[src/rtl/comparator_monitor_pkg.sv]
// Shared register map and bit positions for the comparator monitor.
package comparator_monitor_pkg;

    typedef enum logic [1:0] {
        REG_CTRL        = 2'd0,
        REG_STATUS      = 2'd1,
        REG_RISE_CNT    = 2'd2,
        REG_LAST_PERIOD = 2'd3
    } reg_addr_e;

    localparam int unsigned CTRL_EN      = 0;
    localparam int unsigned CTRL_RISE_IE = 1;
    localparam int unsigned CTRL_FALL_IE = 2;
    localparam int unsigned CTRL_CLR     = 3;

    localparam int unsigned STAT_LEVEL   = 0;
    localparam int unsigned STAT_RISE_P  = 1;
    localparam int unsigned STAT_FALL_P  = 2;

endpackage

[src/rtl/comparator_monitor_if.sv]
// Wishbone classic slave bus bundle for the comparator monitor.
interface comparator_monitor_if;
    logic        wbs_cyc_i;
    logic        wbs_stb_i;
    logic        wbs_we_i;
    logic [3:0]  wbs_sel_i;
    logic [31:0] wbs_adr_i;
    logic [31:0] wbs_dat_i;
    logic        wbs_ack_o;
    logic [31:0] wbs_dat_o;

    modport master (
        output wbs_cyc_i, wbs_stb_i, wbs_we_i, wbs_sel_i, wbs_adr_i, wbs_dat_i,
        input  wbs_ack_o, wbs_dat_o
    );

    modport slave (
        input  wbs_cyc_i, wbs_stb_i, wbs_we_i, wbs_sel_i, wbs_adr_i, wbs_dat_i,
        output wbs_ack_o, wbs_dat_o
    );
endinterface

[src/rtl/comp_sync_filter.sv]
// Two-flop synchroniser plus persistence filter for the raw comparator output.
module comp_sync_filter #(
    parameter int unsigned FILT_LEN = 4
) (
    input  logic clk,
    input  logic rst,
    input  logic comp_in,
    output logic filt,
    output logic rise,
    output logic fall
);

    localparam int unsigned FCNT_W = $clog2(FILT_LEN + 1);
    localparam logic [FCNT_W-1:0] FCNT_LAST = FCNT_W'(FILT_LEN - 1);

    logic              s1;
    logic              s2;
    logic [FCNT_W-1:0] fcnt;
    logic              settle;

    // Edge strobes fire on the same clock edge that updates filt.
    assign settle = (s2 != filt) && (fcnt == FCNT_LAST);
    assign rise   = settle & s2;
    assign fall   = settle & ~s2;

    always_ff @(posedge clk or posedge rst) begin
        if (rst) begin
            s1   <= 1'b0;
            s2   <= 1'b0;
            filt <= 1'b0;
            fcnt <= '0;
        end else begin
            s1 <= comp_in;
            s2 <= s1;
            if (s2 == filt) begin
                fcnt <= '0;
            end else if (fcnt == FCNT_LAST) begin
                filt <= s2;
                fcnt <= '0;
            end else begin
                fcnt <= fcnt + FCNT_W'(1);
            end
        end
    end

endmodule

[src/rtl/comparator_monitor.sv]
// Comparator receive monitor: filtered level, rise counter, period meter,
// Wishbone register file and maskable level interrupt.
module comparator_monitor
    import comparator_monitor_pkg::*;
#(
    parameter int unsigned FILT_LEN = 4,
    parameter int unsigned CNT_W    = 16
) (
    input  logic                 wb_clk_i,
    input  logic                 wb_rst_i,
    input  logic                 comp_in,
    comparator_monitor_if.slave  wbs,
    output logic                 comp_filt_o,
    output logic                 irq_o
);

    logic             rise;
    logic             fall;
    logic             req;
    logic             wr;
    reg_addr_e        addr;
    logic             ctrl_wr;
    logic             stat_wr;
    logic             clr;
    logic             ev_rise;
    logic             ev_fall;
    logic [31:0]      rdata;

    logic             en;
    logic             rise_ie;
    logic             fall_ie;
    logic             rise_p;
    logic             fall_p;
    logic             armed;
    logic [CNT_W-1:0] rise_cnt;
    logic [CNT_W-1:0] last_period;
    logic [CNT_W-1:0] run_cnt;

    logic             unused_bits;
    assign unused_bits = ^{wbs.wbs_sel_i, wbs.wbs_adr_i[31:4], wbs.wbs_adr_i[1:0],
                           wbs.wbs_dat_i[31:4]};

    comp_sync_filter #(
        .FILT_LEN(FILT_LEN)
    ) u_sync_filter (
        .clk     (wb_clk_i),
        .rst     (wb_rst_i),
        .comp_in (comp_in),
        .filt    (comp_filt_o),
        .rise    (rise),
        .fall    (fall)
    );

    assign req     = wbs.wbs_cyc_i & wbs.wbs_stb_i & ~wbs.wbs_ack_o;
    assign wr      = req & wbs.wbs_we_i;
    assign addr    = reg_addr_e'(wbs.wbs_adr_i[3:2]);
    assign ctrl_wr = wr && (addr == REG_CTRL);
    assign stat_wr = wr && (addr == REG_STATUS);
    assign clr     = ctrl_wr & wbs.wbs_dat_i[CTRL_CLR];
    assign ev_rise = rise & en;
    assign ev_fall = fall & en;

    always_comb begin
        rdata = '0;
        unique case (addr)
            REG_CTRL: begin
                rdata[CTRL_EN]      = en;
                rdata[CTRL_RISE_IE] = rise_ie;
                rdata[CTRL_FALL_IE] = fall_ie;
            end
            REG_STATUS: begin
                rdata[STAT_LEVEL]  = comp_filt_o;
                rdata[STAT_RISE_P] = rise_p;
                rdata[STAT_FALL_P] = fall_p;
            end
            REG_RISE_CNT:    rdata[CNT_W-1:0] = rise_cnt;
            REG_LAST_PERIOD: rdata[CNT_W-1:0] = last_period;
            default:         rdata = '0;
        endcase
    end

    always_ff @(posedge wb_clk_i or posedge wb_rst_i) begin
        if (wb_rst_i) begin
            wbs.wbs_ack_o <= 1'b0;
            wbs.wbs_dat_o <= '0;
        end else begin
            wbs.wbs_ack_o <= req;
            wbs.wbs_dat_o <= (req & ~wbs.wbs_we_i) ? rdata : '0;
        end
    end

    always_ff @(posedge wb_clk_i or posedge wb_rst_i) begin
        if (wb_rst_i) begin
            en      <= 1'b0;
            rise_ie <= 1'b0;
            fall_ie <= 1'b0;
            rise_p  <= 1'b0;
            fall_p  <= 1'b0;
            irq_o   <= 1'b0;
        end else begin
            if (ctrl_wr) begin
                en      <= wbs.wbs_dat_i[CTRL_EN];
                rise_ie <= wbs.wbs_dat_i[CTRL_RISE_IE];
                fall_ie <= wbs.wbs_dat_i[CTRL_FALL_IE];
            end
            // A new edge overrides a same-cycle write-1-to-clear.
            rise_p <= ev_rise | (rise_p & ~(stat_wr & wbs.wbs_dat_i[STAT_RISE_P]));
            fall_p <= ev_fall | (fall_p & ~(stat_wr & wbs.wbs_dat_i[STAT_FALL_P]));
            irq_o  <= (rise_p & rise_ie) | (fall_p & fall_ie);
        end
    end

    always_ff @(posedge wb_clk_i or posedge wb_rst_i) begin
        if (wb_rst_i) begin
            rise_cnt    <= '0;
            last_period <= '0;
            run_cnt     <= '0;
            armed       <= 1'b0;
        end else if (clr) begin
            rise_cnt    <= '0;
            last_period <= '0;
            run_cnt     <= '0;
            armed       <= 1'b0;
        end else if (en) begin
            if (ev_rise) begin
                if (rise_cnt != '1) begin
                    rise_cnt <= rise_cnt + CNT_W'(1);
                end
                if (armed) begin
                    last_period <= run_cnt;
                end
                armed   <= 1'b1;
                run_cnt <= CNT_W'(1);
            end else if (run_cnt != '1) begin
                run_cnt <= run_cnt + CNT_W'(1);
            end
        end
    end

endmodule

[src/flat_wrapper.sv]
// flat-port wrapper written by rule: the top's interface ports become plain ports
module comparator_monitor_flat import comparator_monitor_pkg::*;
#(
    parameter int unsigned FILT_LEN = 4,
    parameter int unsigned CNT_W    = 16
)
  (wb_clk_i, wb_rst_i, comp_in, comp_filt_o, irq_o, wbs_wbs_cyc_i, wbs_wbs_stb_i, wbs_wbs_we_i, wbs_wbs_sel_i, wbs_wbs_adr_i, wbs_wbs_dat_i, wbs_wbs_ack_o, wbs_wbs_dat_o);
  comparator_monitor_if wbs_i ();
  input  logic wb_clk_i;
  input  logic wb_rst_i;
  input  logic comp_in;
  output logic comp_filt_o;
  output logic irq_o;
  input wire logic [$bits(wbs_i.wbs_cyc_i)-1:0] wbs_wbs_cyc_i;
  input wire logic [$bits(wbs_i.wbs_stb_i)-1:0] wbs_wbs_stb_i;
  input wire logic [$bits(wbs_i.wbs_we_i)-1:0] wbs_wbs_we_i;
  input wire logic [$bits(wbs_i.wbs_sel_i)-1:0] wbs_wbs_sel_i;
  input wire logic [$bits(wbs_i.wbs_adr_i)-1:0] wbs_wbs_adr_i;
  input wire logic [$bits(wbs_i.wbs_dat_i)-1:0] wbs_wbs_dat_i;
  output wire logic [$bits(wbs_i.wbs_ack_o)-1:0] wbs_wbs_ack_o;
  output wire logic [$bits(wbs_i.wbs_dat_o)-1:0] wbs_wbs_dat_o;
  assign wbs_i.wbs_cyc_i = wbs_wbs_cyc_i;
  assign wbs_i.wbs_stb_i = wbs_wbs_stb_i;
  assign wbs_i.wbs_we_i = wbs_wbs_we_i;
  assign wbs_i.wbs_sel_i = wbs_wbs_sel_i;
  assign wbs_i.wbs_adr_i = wbs_wbs_adr_i;
  assign wbs_i.wbs_dat_i = wbs_wbs_dat_i;
  assign wbs_wbs_ack_o = wbs_i.wbs_ack_o;
  assign wbs_wbs_dat_o = wbs_i.wbs_dat_o;
  comparator_monitor #(.FILT_LEN(FILT_LEN), .CNT_W(CNT_W)) u_core (.wb_clk_i(wb_clk_i), .wb_rst_i(wb_rst_i), .comp_in(comp_in), .wbs(wbs_i), .comp_filt_o(comp_filt_o), .irq_o(irq_o));
endmodule
[config.mk]
export PLATFORM = sky130hd
export DESIGN_NAME = comparator_monitor_flat
export DESIGN_NICKNAME = d
export VERILOG_FILES = /design/src/rtl/comparator_monitor_pkg.sv /design/src/rtl/comparator_monitor_if.sv /design/src/rtl/comp_sync_filter.sv /design/src/rtl/comparator_monitor.sv /design/src/flat_wrapper.sv
export SDC_FILE = /design/constraint.sdc
export NUM_CORES = 1
export LEC_CHECK = 0
export CELL_PAD_IN_SITES_DETAIL_PLACEMENT = 1
export CELL_PAD_IN_SITES_GLOBAL_PLACEMENT = 1
export CORE_ASPECT_RATIO = 0.8
export CORE_MARGIN = 4
export CORE_UTILIZATION = 49
export CTS_BUF_LIST = sky130_fd_sc_hd__clkbuf_16
export DETAILED_ROUTE_END_ITERATION = 16
export DONT_BUFFER_PORTS = 1
export PLACE_DENSITY_LB_ADDON = 0.1
export RECOVER_POWER = 25
export SETUP_SLACK_MARGIN = 0.4
export SLEW_MARGIN = 20
export SYNTH_ARGS = -nofsm -noshare
export SYNTH_HDL_FRONTEND = slang
export SYNTH_SLANG_ARGS = --single-unit
[constraint.sdc]
create_clock -name wb_clk_i -period 3.45 [get_ports wb_clk_i]
set_input_delay 0.345 -clock wb_clk_i [delete_from_list [all_inputs] [get_ports wb_clk_i]]
set_output_delay 0.345 -clock wb_clk_i [all_outputs]
set_load 0.05 [all_outputs]
==> out/results.txt, run 1 <==
Outcome -> complete, but fails checks
Failing checks -> max-capacitance violations, max-slew violations
Die width -> 107.3 um
Die height -> 87.44 um
Area delta synth->final -> 8.514%
Hold Path Cell Cnt -> 0
Yosys cell types -> 51
DR DRC count -> 0
Routed Wire Length -> 9.777 mm
Met1 GRT Util -> 30.59%
Most common cell in the netlist -> dfrtp_1
Clock power share -> 29.7%
# IOs -> 109
Register bit total from synthesis -> 78
Synth Area in XOR/XNOR -> 0.2266%
IO buf count -> 0
Core Region -> 7532 sq um
Combinational group share of total power -> 21.5%
Unrepaired setup endpoints after global routing -> no
DR pass1 iterations -> 4
Fraction of registers with async set or reset after synthesis -> 100.0%
DR vias -> 2900
Startpoint class of the critical path -> flop
Synth top area share -> 50.50%
Clk_skew -> 0.007331 ns
Tot GR Track Use -> 22.02%
Setup-failing EPs final -> 0
Crit path DAT -> 2.61 ns
Worst skew pair latency -> 0.33 ns
P_int -> 1.993 mW
Multiplexer share of the synthesized area -> 10.78%
WS Path Type -> reg2reg
Site Rows -> 28
Worst path required time -> 3.69 ns
First DRT Iteration DRCs -> 89
Synth Area in Compound Gates -> 11.43%
PwrDens -> 730.0 nW/um^2
Syn Inst Count -> 369
Final Wtd Congestion -> 0.8463
Vias/cell -> 6.067
Post-route ant nets -> 0
Synthesized area -> 3865 sq um
Leading area contributor after synthesis -> dfrtp_1
Post_cts resized -> 0
Nets@finish -> 446
HP Class -> in2reg
Final Hold Vio Count -> 0
Diode count -> 0
Sequential cell area fraction in the yosys report -> 50.50%
CTS Hold Bufs -> 0
Register Area -> 1952 sq um
Worst hold margin -> 0.03502 ns
Total power -> 3.062 mW
Sequential power share -> 48.8%
H-tree Lvls -> 3
CP endpoint kind -> flop
Fmax -> 0.4211 GHz
Max_cap viols -> 1
WL/cell -> 20.45 um
Adder-cell share of the synthesized area -> 0.9712%
Clock Path Buffers -> 2
Num CTS Buffers -> 9
Tcrit/Tclk final -> 68.84%
Root buffer cell -> clkbuf_16
EDFF count, synth -> 0
Maximum VDD drop -> 304.1 uV
Largest net degree at the start of global routing -> 57
Synth Warn # -> 0
Met3 global-route usage -> 4.670%
Grt met2 use -> 35.60%
Initial antenna violation count -> 0
Switching share of power -> 34.89%
Simple-gate area share of the yosys netlist -> 20.33%
Final instance area -> 4194 sq um
Post-DP HPWL -> 6.638 mm
Combinational family with the most area after synthesis -> simple AND/OR/NAND/NOR gates
Primary FF master, synth -> dfrtp_1
Sink Count -> 78
Final setup TNS -> 0 ns
Layout cell share with drive strength beyond 1 -> 9.383%
CTS tree -> done
Post-DP Area -> 3914 sq um
Grt total ovfl -> 0
Synth area leaders -> dfrtp_1 (51%), mux2i_1 (7.8%), or4_1 (3.3%)
Area taken by multi-input logic gates -> 1750 sq um
Fill cell count -> 814
Final Max Slew Viols -> 57
Critical-path maximum fanout -> 18
Relative slew slack -> -68.24%
Vias in the first global route -> 3079
Worst-margin pin slew -> 2.510 ns
Post-route minimum period -> 2.375 ns
Switch Pwr -> 1.068 mW
Post-CTS Setup Inserts -> 0
Die Area -> 9381 sq um
Initial Util -> 51.31%
Post-synthesis average cell area -> 10.47 sq um
First-pass GRT wire length -> 16.04 mm
FF-to-FF path depth -> 6
Lkg Pwr -> 1.857 nW
GRT busiest layer -> met2
Post-synth top cells -> dfrtp_1 (78), nor2_1 (33), mux2i_1 (30)
Reg clk slew, reported paths -> 0.06 ns
[critical path, stage by stage, from the launching register on]
cell	delay (ns)
dfrtp_1	0.41
ha_1	0.24
nand4_1	0.15
nor4_2	0.84
buf_4	0.35
o21ai_0	0.11
a21oi_1	0.18
[placed cells by master (no fill, tap or decap), types with 2 or more instances in the layout]
cell type and instances:
a21oi_1 25, a31oi_1 2, a41oi_1 3, and3_1 6, and4_1 3, buf_4 8, clkbuf_16 9, clkinv_2 2
conb_1 16, dfrtp_1 78, ha_1 3, inv_1 5, mux2_2 4, mux2i_1 30, mux4_2 2, nand2_1 24
nand2b_1 3, nand3_1 12, nand4_1 10, nor2_1 33, nor2b_1 5, nor3_1 4, nor3b_1 3, o211ai_1 3
o21ai_0 13, o311ai_0 2, o31ai_1 15, o41ai_1 2, or3_1 7, or4_1 17, or4b_2 2
[cell type report]
| cell class | instances | area share (%) |
|---|---|---|
| flip-flops and latches | 78 | 46.54 |
| multi-input cells | 267 | 41.74 |
| clock buffers | 9 | 5.370 |
| repair buffers | 8 | 1.432 |
| well taps | 105 | 3.132 |
| inverters | 5 | 0.4773 |
| clock inverters | 6 | 1.313 |
[path summary, 6_finish.rpt]
check,startpoint,to,slack [ns]
min in group asynchronous,wb_rst_i,u_core.wbs.wbs_dat_o[2]$_DFF_PP0_,0.58
max in group asynchronous,wb_rst_i,u_core.rise_cnt[5]$_DFFE_PP0P_,1.67
hold reg to reg,u_core.u_sync_filter.s1$_DFF_PP0_,u_core.u_sync_filter.s2$_DFF_PP0_,0.35
setup / recovery,u_core.rise_cnt[0]$_DFFE_PP0P_,u_core.rise_cnt[5]$_DFFE_PP0P_,1.08
hold / removal,comp_in,u_core.u_sync_filter.s1$_DFF_PP0_,0.04
setup reg to reg,u_core.rise_cnt[0]$_DFFE_PP0P_,u_core.rise_cnt[5]$_DFFE_PP0P_,1.08
[registers in the layout, indices dropped and copies added (netlist names), 3 cells and up]
register / flops
u_core.last_period: 16
u_core.rise_cnt: 16
u_core.run_cnt: 16
u_core.u_sync_filter.fcnt: 3
u_core.wbs.wbs_dat_o: 16
[layer usage]
metal | vias up | part of all wire [%]
met5 | - | 0
met4 | 0 | 0.99
met3 | 10 | 3.2
met2 | 57 | 47
met1 | 1491 | 48
li1 | 1342 | -
[cells by family (layout without fill, tap and decap cells)]
| kind of cell | count (synthesis) | in the layout |
|---|---|---|
| other cells | 1 | 16 |
| compound gates | 70 | 70 |
| fa+ha+maj | 3 | 3 |
| xor+xnor | 1 | 1 |
| simple gates | 140 | 140 |
| buf+inv | 39 | 28 |
| mux | 37 | 37 |
| flops | 78 | 78 |
[power groups by stage]
stage               clock network, mW  logic [mW]  registers [mW]
floorplan                           0       0.528            1.40
global placement                    0       0.610            1.47
detailed placement                  0       0.650            1.49
CTS                             0.919       0.666            1.48
global route                    0.962       0.739            1.53
finish                          0.909       0.659            1.49
[per-stage QoR]
step / util, % / cells / setup WS [ns]
CTS: 55.68 / 478 / 1.116
floorplan: - / 384 / 1.110
detailed placement: 51.96 / 463 / 1.159
global route: 55.68 / 478 / 0.9266
finish: 55.68 / 478 / 1.075
global placement: 51.96 / 463 / 1.245
Power figures use the tool's default switching activity.
==> inputs of run 2 (changes only) <==
--- a/config.mk
+++ b/config.mk
@@ -5,11 +5,12 @@
 export SDC_FILE = /design/constraint.sdc
 export NUM_CORES = 1
 export LEC_CHECK = 0
+export ABC_AREA = 1
 export CELL_PAD_IN_SITES_DETAIL_PLACEMENT = 1
 export CELL_PAD_IN_SITES_GLOBAL_PLACEMENT = 1
 export CORE_ASPECT_RATIO = 0.8
 export CORE_MARGIN = 4
-export CORE_UTILIZATION = 49
+export CORE_UTILIZATION = 46
 export CTS_BUF_LIST = sky130_fd_sc_hd__clkbuf_16
 export DETAILED_ROUTE_END_ITERATION = 16
 export DONT_BUFFER_PORTS = 1
==> constraint.sdc (replaced) <==
create_clock -name wb_clk_i -period 2.45 [get_ports wb_clk_i]
set_input_delay 0.245 -clock wb_clk_i [delete_from_list [all_inputs] [get_ports wb_clk_i]]
set_output_delay 0.245 -clock wb_clk_i [all_outputs]
set_load 0.05 [all_outputs]
==> run 2 against run 1 <==
Maximum frequency increased by 27%. Setup slack got worse by 0.50 ns. Flip-flop and latch count unchanged. Utilization decreased by 4.5 points. Non-clock buffer count increased by 1. The run now ends clean. Critical path depth increased by 2. Global-route usage decreased by 1.3 points. Final cell count increased by 37%. Synthesized cell count increased by 44%. Sequential share of layout area decreased by 4.5 points. Highest routed layer unchanged. Cell area increased by 11%.
==> out/results.txt, run 2 <==
Synth Warn # -> 0 (unchanged)
Post-route minimum period -> 1.875 ns (was 2.375 ns)
CP endpoint kind -> flop (unchanged)
Fill cell count -> 1143 (was 814)
Final Max Slew Viols -> 0 (was 57)
Yosys cell types -> 36 (was 51)
First-pass GRT wire length -> 17.73 mm (was 16.04 mm)
Initial Util -> 47.31% (was 51.31%)
HP Class -> in2reg (unchanged)
Unrepaired setup endpoints after global routing -> no (unchanged)
Sequential cell area fraction in the yosys report -> 45.45% (was 50.50%)
H-tree Lvls -> 3 (unchanged)
WL/cell -> 16.90 um (was 20.45 um)
Register Area -> 1954 sq um (was 1952 sq um)
Tcrit/Tclk final -> 76.54% (was 68.84%)
Site Rows -> 31 (was 28)
Final setup TNS -> 0 ns (unchanged)
Fmax -> 0.5332 GHz (was 0.4211 GHz)
Most common library cell in the layout ignoring fill and taps -> nand2_1 (was dfrtp_1)
Initial antenna violation count -> 0 (unchanged)
Post-route ant nets -> 0 (unchanged)
CTS tree -> done (unchanged)
Post-DP Area -> 4282 sq um (was 3914 sq um)
WS Path Type -> reg2reg (unchanged)
Most frequent CP cell -> nor2_2
Syn Inst Count -> 532 (was 369)
# IOs -> 109 (unchanged)
Synthesized area -> 4294 sq um (was 3865 sq um)
Final Hold Vio Count -> 0 (unchanged)
Reg clk slew, reported paths -> 0.06 ns (about the same)
PwrDens -> 890.5 nW/um^2 (was 730.0 nW/um^2)
Vias/cell -> 5.380 (was 6.067)
Leading area contributor after synthesis -> dfrtp_1 (unchanged)
DR vias -> 3524 (was 2900)
Register bit total from synthesis -> 78 (unchanged)
Setup ws final -> 0.5747 ns (was 1.075 ns)
Crit path cell chain -> ha_1 > nand2_1 > nor2_2 > nand2_2 > nor2_2 > nand3_4 > nand2_8 > o21ai_2 (was ha_1 > nand4_1 > nor4_2 > buf_4 > o21ai_0 > a21oi_1)
Final cell count without fillers -> 655 (was 478)
Final Wtd Congestion -> 0.8690 (was 0.8463)
Die Area -> 10950 sq um (was 9381 sq um)
Startpoint class of the critical path -> flop (unchanged)
Worst path max stage delay -> 0.43 ns (was 0.84 ns)
Final instance area -> 4648 sq um (was 4194 sq um)
Layout cell share with drive strength beyond 1 -> 14.07% (was 9.383%)
Synth area leaders -> dfrtp_1 (45%), nand2_1 (13%), inv_1 (4.4%) (was dfrtp_1 (51%), mux2i_1 (7.8%), or4_1 (3.3%))
Post-Place Cells -> 634 (was 463)
Crit path DAT -> 2.11 ns (was 2.61 ns)
Lkg Pwr -> 2.177 nW (was 1.857 nW)
Area taken by multi-input logic gates -> 1991 sq um (was 1750 sq um)
Core Region -> 9076 sq um (was 7532 sq um)
Worst-margin pin slew -> 1.230 ns (was 2.510 ns)
Tot GR Track Use -> 20.70% (was 22.02%)
Area delta synth->final -> 8.246% (was 8.514%)
Post-DP HPWL -> 7.715 mm (was 6.638 mm)
Most common cell in the netlist -> nand2_1 (was dfrtp_1)
Sink Count -> 78 (unchanged)
Root buffer cell -> clkbuf_16 (unchanged)
Largest net degree at the start of global routing -> 50 (was 57)
Commonest non-fill, non-tap cells in the layout -> nand2_1 (146), dfrtp_1 (76), inv_1 (49), nor2_1 (43), nand3_1 (34) (was dfrtp_1 (78), nor2_1 (33), mux2i_1 (30), a21oi_1 (25), nand2_1 (24))
DR DRC count -> 0 (unchanged)
Worst path slowest cell -> dfrtp_1 (was nor4_2)
Die height -> 94.42 um (was 87.44 um)
Num CTS Buffers -> 9 (unchanged)
Max_cap viols -> 0 (was 1)
Worst path required time -> 2.68 ns (was 3.69 ns)
Synth top area share -> 45.45% (was 50.50%)
Nets@finish -> 612 (was 446)
Post-synthesis average cell area -> 8.072 sq um (was 10.47 sq um)
IO buf count -> 0 (unchanged)
Critical-path maximum fanout -> 16 (was 18)
Vias in the first global route -> 3493 (was 3079)
DR pass1 iterations -> 4 (unchanged)
Worst skew pair latency -> 0.35 ns (was 0.33 ns)
Primary FF master, synth -> dfrtp_1 (unchanged)
Pre-CTS setup slack -> 0.4024 ns (was 1.159 ns)
Relative slew slack -> 17.58% (was -68.24%)
Maximum VDD drop -> 528.9 uV (was 304.1 uV)
Post-CTS Setup Inserts -> 0 (unchanged)
Clock Path Buffers -> 2 (unchanged)
Diode count -> 0 (unchanged)
Grt total ovfl -> 0 (unchanged)
Clk_skew -> 0.01235 ns (was 0.007331 ns)
First DRT Iteration DRCs -> 227 (was 89)
Fraction of registers with async set or reset after synthesis -> 100.0% (unchanged)
Post-synth top cells -> nand2_1 (146), dfrtp_1 (78), inv_1 (50) (was dfrtp_1 (78), nor2_1 (33), mux2i_1 (30))
Die width -> 116.0 um (was 107.3 um)
Outcome -> complete, no violations (was complete, but fails checks)
Setup-failing EPs final -> 0 (unchanged)
EDFF count, synth -> 0 (unchanged)
Routed Wire Length -> 11.07 mm (was 9.777 mm)
-- run 2: cell types whose count changed in the layout (fill, tap and decap cells not counted), sizes merged, moves of 14 or more --
| cell | before | now |
|---|---|---|
| o31ai | 15 | 1 |
| or4 | 18 | 0 |
| nand3 | 12 | 35 |
| nand2 | 24 | 165 |
| o21ai | 13 | 59 |
| inv | 5 | 53 |
| mux2i | 30 | 0 |
| nor2 | 33 | 52 |
-- run 2: per-layer routing --
| metal | track usage, % | up-vias | part of all wire (%) |
|---|---|---|---|
| li1 | - | 1689 | - |
| met1 | 29.37 | 1738 | 48 |
| met2 | 32.47 | 87 | 45 |
| met3 | 4.356 | 10 | 6.3 |
| met4 | 5.024 | 0 | 0.85 |
| met5 | 0 | - | 0 |
-- run 2: cell families (layout without fill, tap and decap cells) --
family                   count (synthesis)  in the layout  share of synthesized area (%)
other                                    1             16                        0.08733
AO/OA/AOI/OAI                           87             87                          12.30
AND/OR/NAND/NOR                        269            272                          28.64
buffers and inverters                   86             76                          11.01
adder cells (fa/ha/maj)                  3              3                         0.8742
flip-flops                              78             78                          45.45
XOR/XNOR                                 8              8                          1.632
-- run 2: final timing paths --
check,from,to,slack (ns),cells past startpoint
setup reg to reg,u_core.run_cnt[1]$_DFFE_PP0P_,u_core.run_cnt[7]$_DFFE_PP0P_,0.57,8
setup / recovery,u_core.run_cnt[1]$_DFFE_PP0P_,u_core.run_cnt[7]$_DFFE_PP0P_,0.57,8
min in group asynchronous,wb_rst_i,u_core.u_sync_filter.filt$_DFFE_PP0N_,0.62,2
hold reg to reg,u_core.u_sync_filter.s1$_DFF_PP0_,u_core.u_sync_filter.s2$_DFF_PP0_,0.36,0
max in group asynchronous,wb_rst_i,u_core.rise_cnt[11]$_DFFE_PP0P_,1.04,3
hold / removal,wbs_wbs_dat_i[0],u_core.en$_DFFE_PP0P_,0.07,2
-- run 2: final cells by class --
cell class,instances,share of cell area (%)
Clock buffer,9,4.845
Clock inverter,7,1.211
Inverter,51,4.145
Multi-Input combinational cell,386,42.83
Sequential cell,78,42.05
Tap cell,115,3.096
Timing Repair Buffer,9,1.830
-- run 2: where the power goes --
group	leakage, nW	total, mW	switching [mW]	internal, mW
Sequential	1.02	1.92	0.344	1.57
Combinational	1.02	0.955	0.619	0.336
Clock	0.137	1.27	0.569	0.698
Total	2.18	4.14	1.53	2.61
-- run 2: critical path: cells and delay by family (launching register included) --
family          cells  cell delay, ns
compound gates      1            0.08
fa+ha+maj           1            0.25
flops               1            0.43
simple gates        6            1.00
-- run 2: through the flow --
step           total power, mW  utilization, %  hold WS [ns]
4_1_cts                  4.167           50.59       0.07061
6_report                 4.139           51.21       0.07490
2_1_floorplan            2.666               -        0.2764
3_3_place_gp             2.803           47.17        0.2154
5_1_grt                  4.411           51.21       0.07245
3_5_place_dp             2.866           47.17        0.2129
-- run 2: what timing repair did --
action | in CTS | in global routing
gates resized for setup | 1 | 7
hold endpoints to repair | 30 | 0
hold buffers | 2 | 0
endpoints found under the setup margin | 1 | 43
gates cloned | 0 | 3
pin swaps | 0 | 2
==> inputs of run 3 (changes only) <==
==> constraint.sdc (replaced) <==
create_clock -name wb_clk_i -period 1.79 [get_ports wb_clk_i]
set_input_delay 0.179 -clock wb_clk_i [delete_from_list [all_inputs] [get_ports wb_clk_i]]
set_output_delay 0.179 -clock wb_clk_i [all_outputs]
set_load 0.05 [all_outputs]
==> run 3 against run 2 <==
Critical path depth increased by 2. Flip-flop and latch count unchanged. Setup slack got worse by 0.36 ns. Worst hold slack got worse by 0.074 ns. Power is 52% higher. Clock-buffer cell count did not move. Non-clock buffer count grew 50. Clock skew shrank 0.0044 ns. Global-route usage up 3.3 points.
==> out/results.txt, run 3 (synthesized netlist as in run 2, its figures left out) <==
Clock Path Buffers -> 2 (unchanged)
Sink Count -> 78 (unchanged)
CP endpoint kind -> flop (unchanged)
Unrepaired setup endpoints after global routing -> yes (was no)
Final Wtd Congestion -> 0.8576 (was 0.8690)
Vias/cell -> 5.356 (was 5.380)
CTS tree -> done (unchanged)
Post-route ant nets -> 0 (unchanged)
Worst skew pair latency -> 0.34 ns (was 0.35 ns)
Register Area -> 1959 sq um (was 1954 sq um)
Layout cell share with drive strength beyond 1 -> 28.11% (was 14.07%)
Die width -> 116.0 um (unchanged)
Area taken by multi-input logic gates -> 2112 sq um (was 1991 sq um)
Relative slew slack -> 54.92% (was 17.58%)
Site Rows -> 31 (unchanged)
First DRT Iteration DRCs -> 192 (was 227)
Clk_skew -> 0.007999 ns (was 0.01235 ns)
Lkg Pwr -> 2.486 nW (was 2.177 nW)
Final Max Slew Viols -> 0 (unchanged)
Routed Wire Length -> 12.36 mm (was 11.07 mm)
Critical-path maximum fanout -> 12 (was 16)
HP Class -> in2reg (unchanged)
# IOs -> 109 (unchanged)
Crit path DAT -> 1.85 ns (was 2.11 ns)
Final Hold Vio Count -> 0 (unchanged)
Outcome -> complete, no violations (unchanged)
Largest net degree at the start of global routing -> 50 (unchanged)
Fill cell count -> 1087 (was 1143)
Initial Util -> 47.31% (unchanged)
Vias in the first global route -> 3880 (was 3493)
Total power -> 6.279 mW (was 4.139 mW)
DR DRC count -> 0 (unchanged)
Nets@finish -> 659 (was 612)
Grt total ovfl -> 0 (unchanged)
Die height -> 94.42 um (unchanged)
Startpoint class of the critical path -> flop (unchanged)
Commonest non-fill, non-tap cells in the layout -> nand2_1 (140), dfrtp_1 (72), inv_1 (43), buf_4 (39), nor2_1 (34) (was nand2_1 (146), dfrtp_1 (76), inv_1 (49), nor2_1 (43), nand3_1 (34))
Maximum VDD drop -> 861.4 uV (was 528.9 uV)
First-pass GRT wire length -> 20.14 mm (was 17.73 mm)
DR pass1 iterations -> 5 (was 4)
PwrDens -> 1173 nW/um^2 (was 890.5 nW/um^2)
Max_cap viols -> 0 (unchanged)
WS Path Type -> reg2reg (unchanged)
IO buf count -> 0 (unchanged)
Reg clk slew, reported paths -> 0.06 ns (about the same)
H-tree Lvls -> 3 (unchanged)
Tcrit/Tclk final -> 88.20% (was 76.54%)
Diode count -> 0 (unchanged)
Initial antenna violation count -> 0 (unchanged)
Final setup TNS -> 0 ns (unchanged)
Worst-margin pin slew -> 0.6761 ns (was 1.230 ns)
Setup-failing EPs final -> 0 (unchanged)
WL/cell -> 17.61 um (was 16.90 um)
Core Region -> 9076 sq um (unchanged)
Area delta synth->final -> 24.68% (was 8.246%)
DR vias -> 3760 (was 3524)
Most common library cell in the layout ignoring fill and taps -> nand2_1 (unchanged)
Post-DP HPWL -> 8.352 mm (was 7.715 mm)
Root buffer cell -> clkbuf_16 (unchanged)
Worst path required time -> 2.06 ns (was 2.68 ns)
Die Area -> 10950 sq um (unchanged)
Num CTS Buffers -> 9 (unchanged)
Fmax -> 0.6334 GHz (was 0.5332 GHz)
Tot GR Track Use -> 23.98% (was 20.70%)
Post-route minimum period -> 1.579 ns (was 1.875 ns)
-- run 3: changes by cell type in the layout (fill, tap and decap cells not counted), moves of 5 or more --
cell	previous run	this run
inv_2	1	6
inv_1	49	43
nor2_2	4	9
a21oi_2	0	7
nand2_1	146	140
o21ai_0	29	21
buf_12	1	9
nor2_1	43	34
a21oi_1	16	9
buf_4	4	39
-- run 3: path summary, 6_finish.rpt --
check                                                  startpoint  slack [ns]  depth (start not counted)                            endpoint
setup reg to reg           u_core.u_sync_filter.fcnt[0]$_DFF_PP0_        0.21                         10  u_core.last_period[11]$_DFFE_PP0P_
hold reg to reg                 u_core.u_sync_filter.s1$_DFF_PP0_        0.38                          0   u_core.u_sync_filter.s2$_DFF_PP0_
min in group asynchronous                                wb_rst_i        0.53                          3   u_core.u_sync_filter.s1$_DFF_PP0_
setup / recovery           u_core.u_sync_filter.fcnt[0]$_DFF_PP0_        0.21                         10  u_core.last_period[11]$_DFFE_PP0P_
max in group asynchronous                                wb_rst_i        0.76                          3      u_core.run_cnt[14]$_DFFE_PP0P_
hold / removal                                   wbs_wbs_dat_i[0]      0.0006                          2               u_core.en$_DFFE_PP0P_
-- run 3: area by class of cell --
type / count / area share [%]
sequential: 78 / 36.60
timing repair buffer: 59 / 12.29
tap: 115 / 2.688
clock buffer: 9 / 4.207
multi-input combinational: 383 / 39.45
inverter: 51 / 3.716
clock inverter: 7 / 1.052
-- run 3: power breakdown --
part	total, mW	internal [mW]	switching, mW
registers	2.57	2.16	0.409
logic	1.98	0.846	1.13
clock network	1.74	0.955	0.781
total	6.28	3.96	2.32
-- run 3: worst max-delay path: stages (launching register included) --
cell	delay, ns
dfrtp_1	0.39
ha_2	0.19
inv_2	0.07
nor2_4	0.04
nand4_4	0.07
buf_6	0.11
nor2_4	0.04
buf_12	0.12
inv_2	0.18
nand2_1	0.12
a21oi_2	0.17
-- run 3: metrics by stage --
step	setup WS (ns)	instances	cell area, sq um	hold WS [ns]	utilization (%)
after floorplan	0.3087	547	4405	0.2104	-
after global placement	0.1075	660	4558	0.1561	50.22
after detailed placement	0.05483	660	4558	0.1617	50.22
after CTS	0.1858	701	5273	0.002708	58.09
after global routing	0.09852	702	5354	0.005487	58.99
final	0.2111	702	5354	0.0006480	58.99
-- run 3: metal layers --
metal	part of all wire (%)	up-vias	GRT usage (%)	wire, um
met5	0	-	0	0
met4	1.8	0	7.826	217
met2	45	93	36.97	5624
li1	-	1790	-	-
met3	5.9	20	5.958	733
met1	47	1857	33.16	5785
-- run 3: what timing repair did --
item	4_1_cts	5_1_grt
cloned	4	0
endpoints found under the setup margin	64	62
hold endpoints to repair	79	0
pin swaps	23	9
buffers inserted	19	1
resized for setup	35	27
hold buffers	2	0
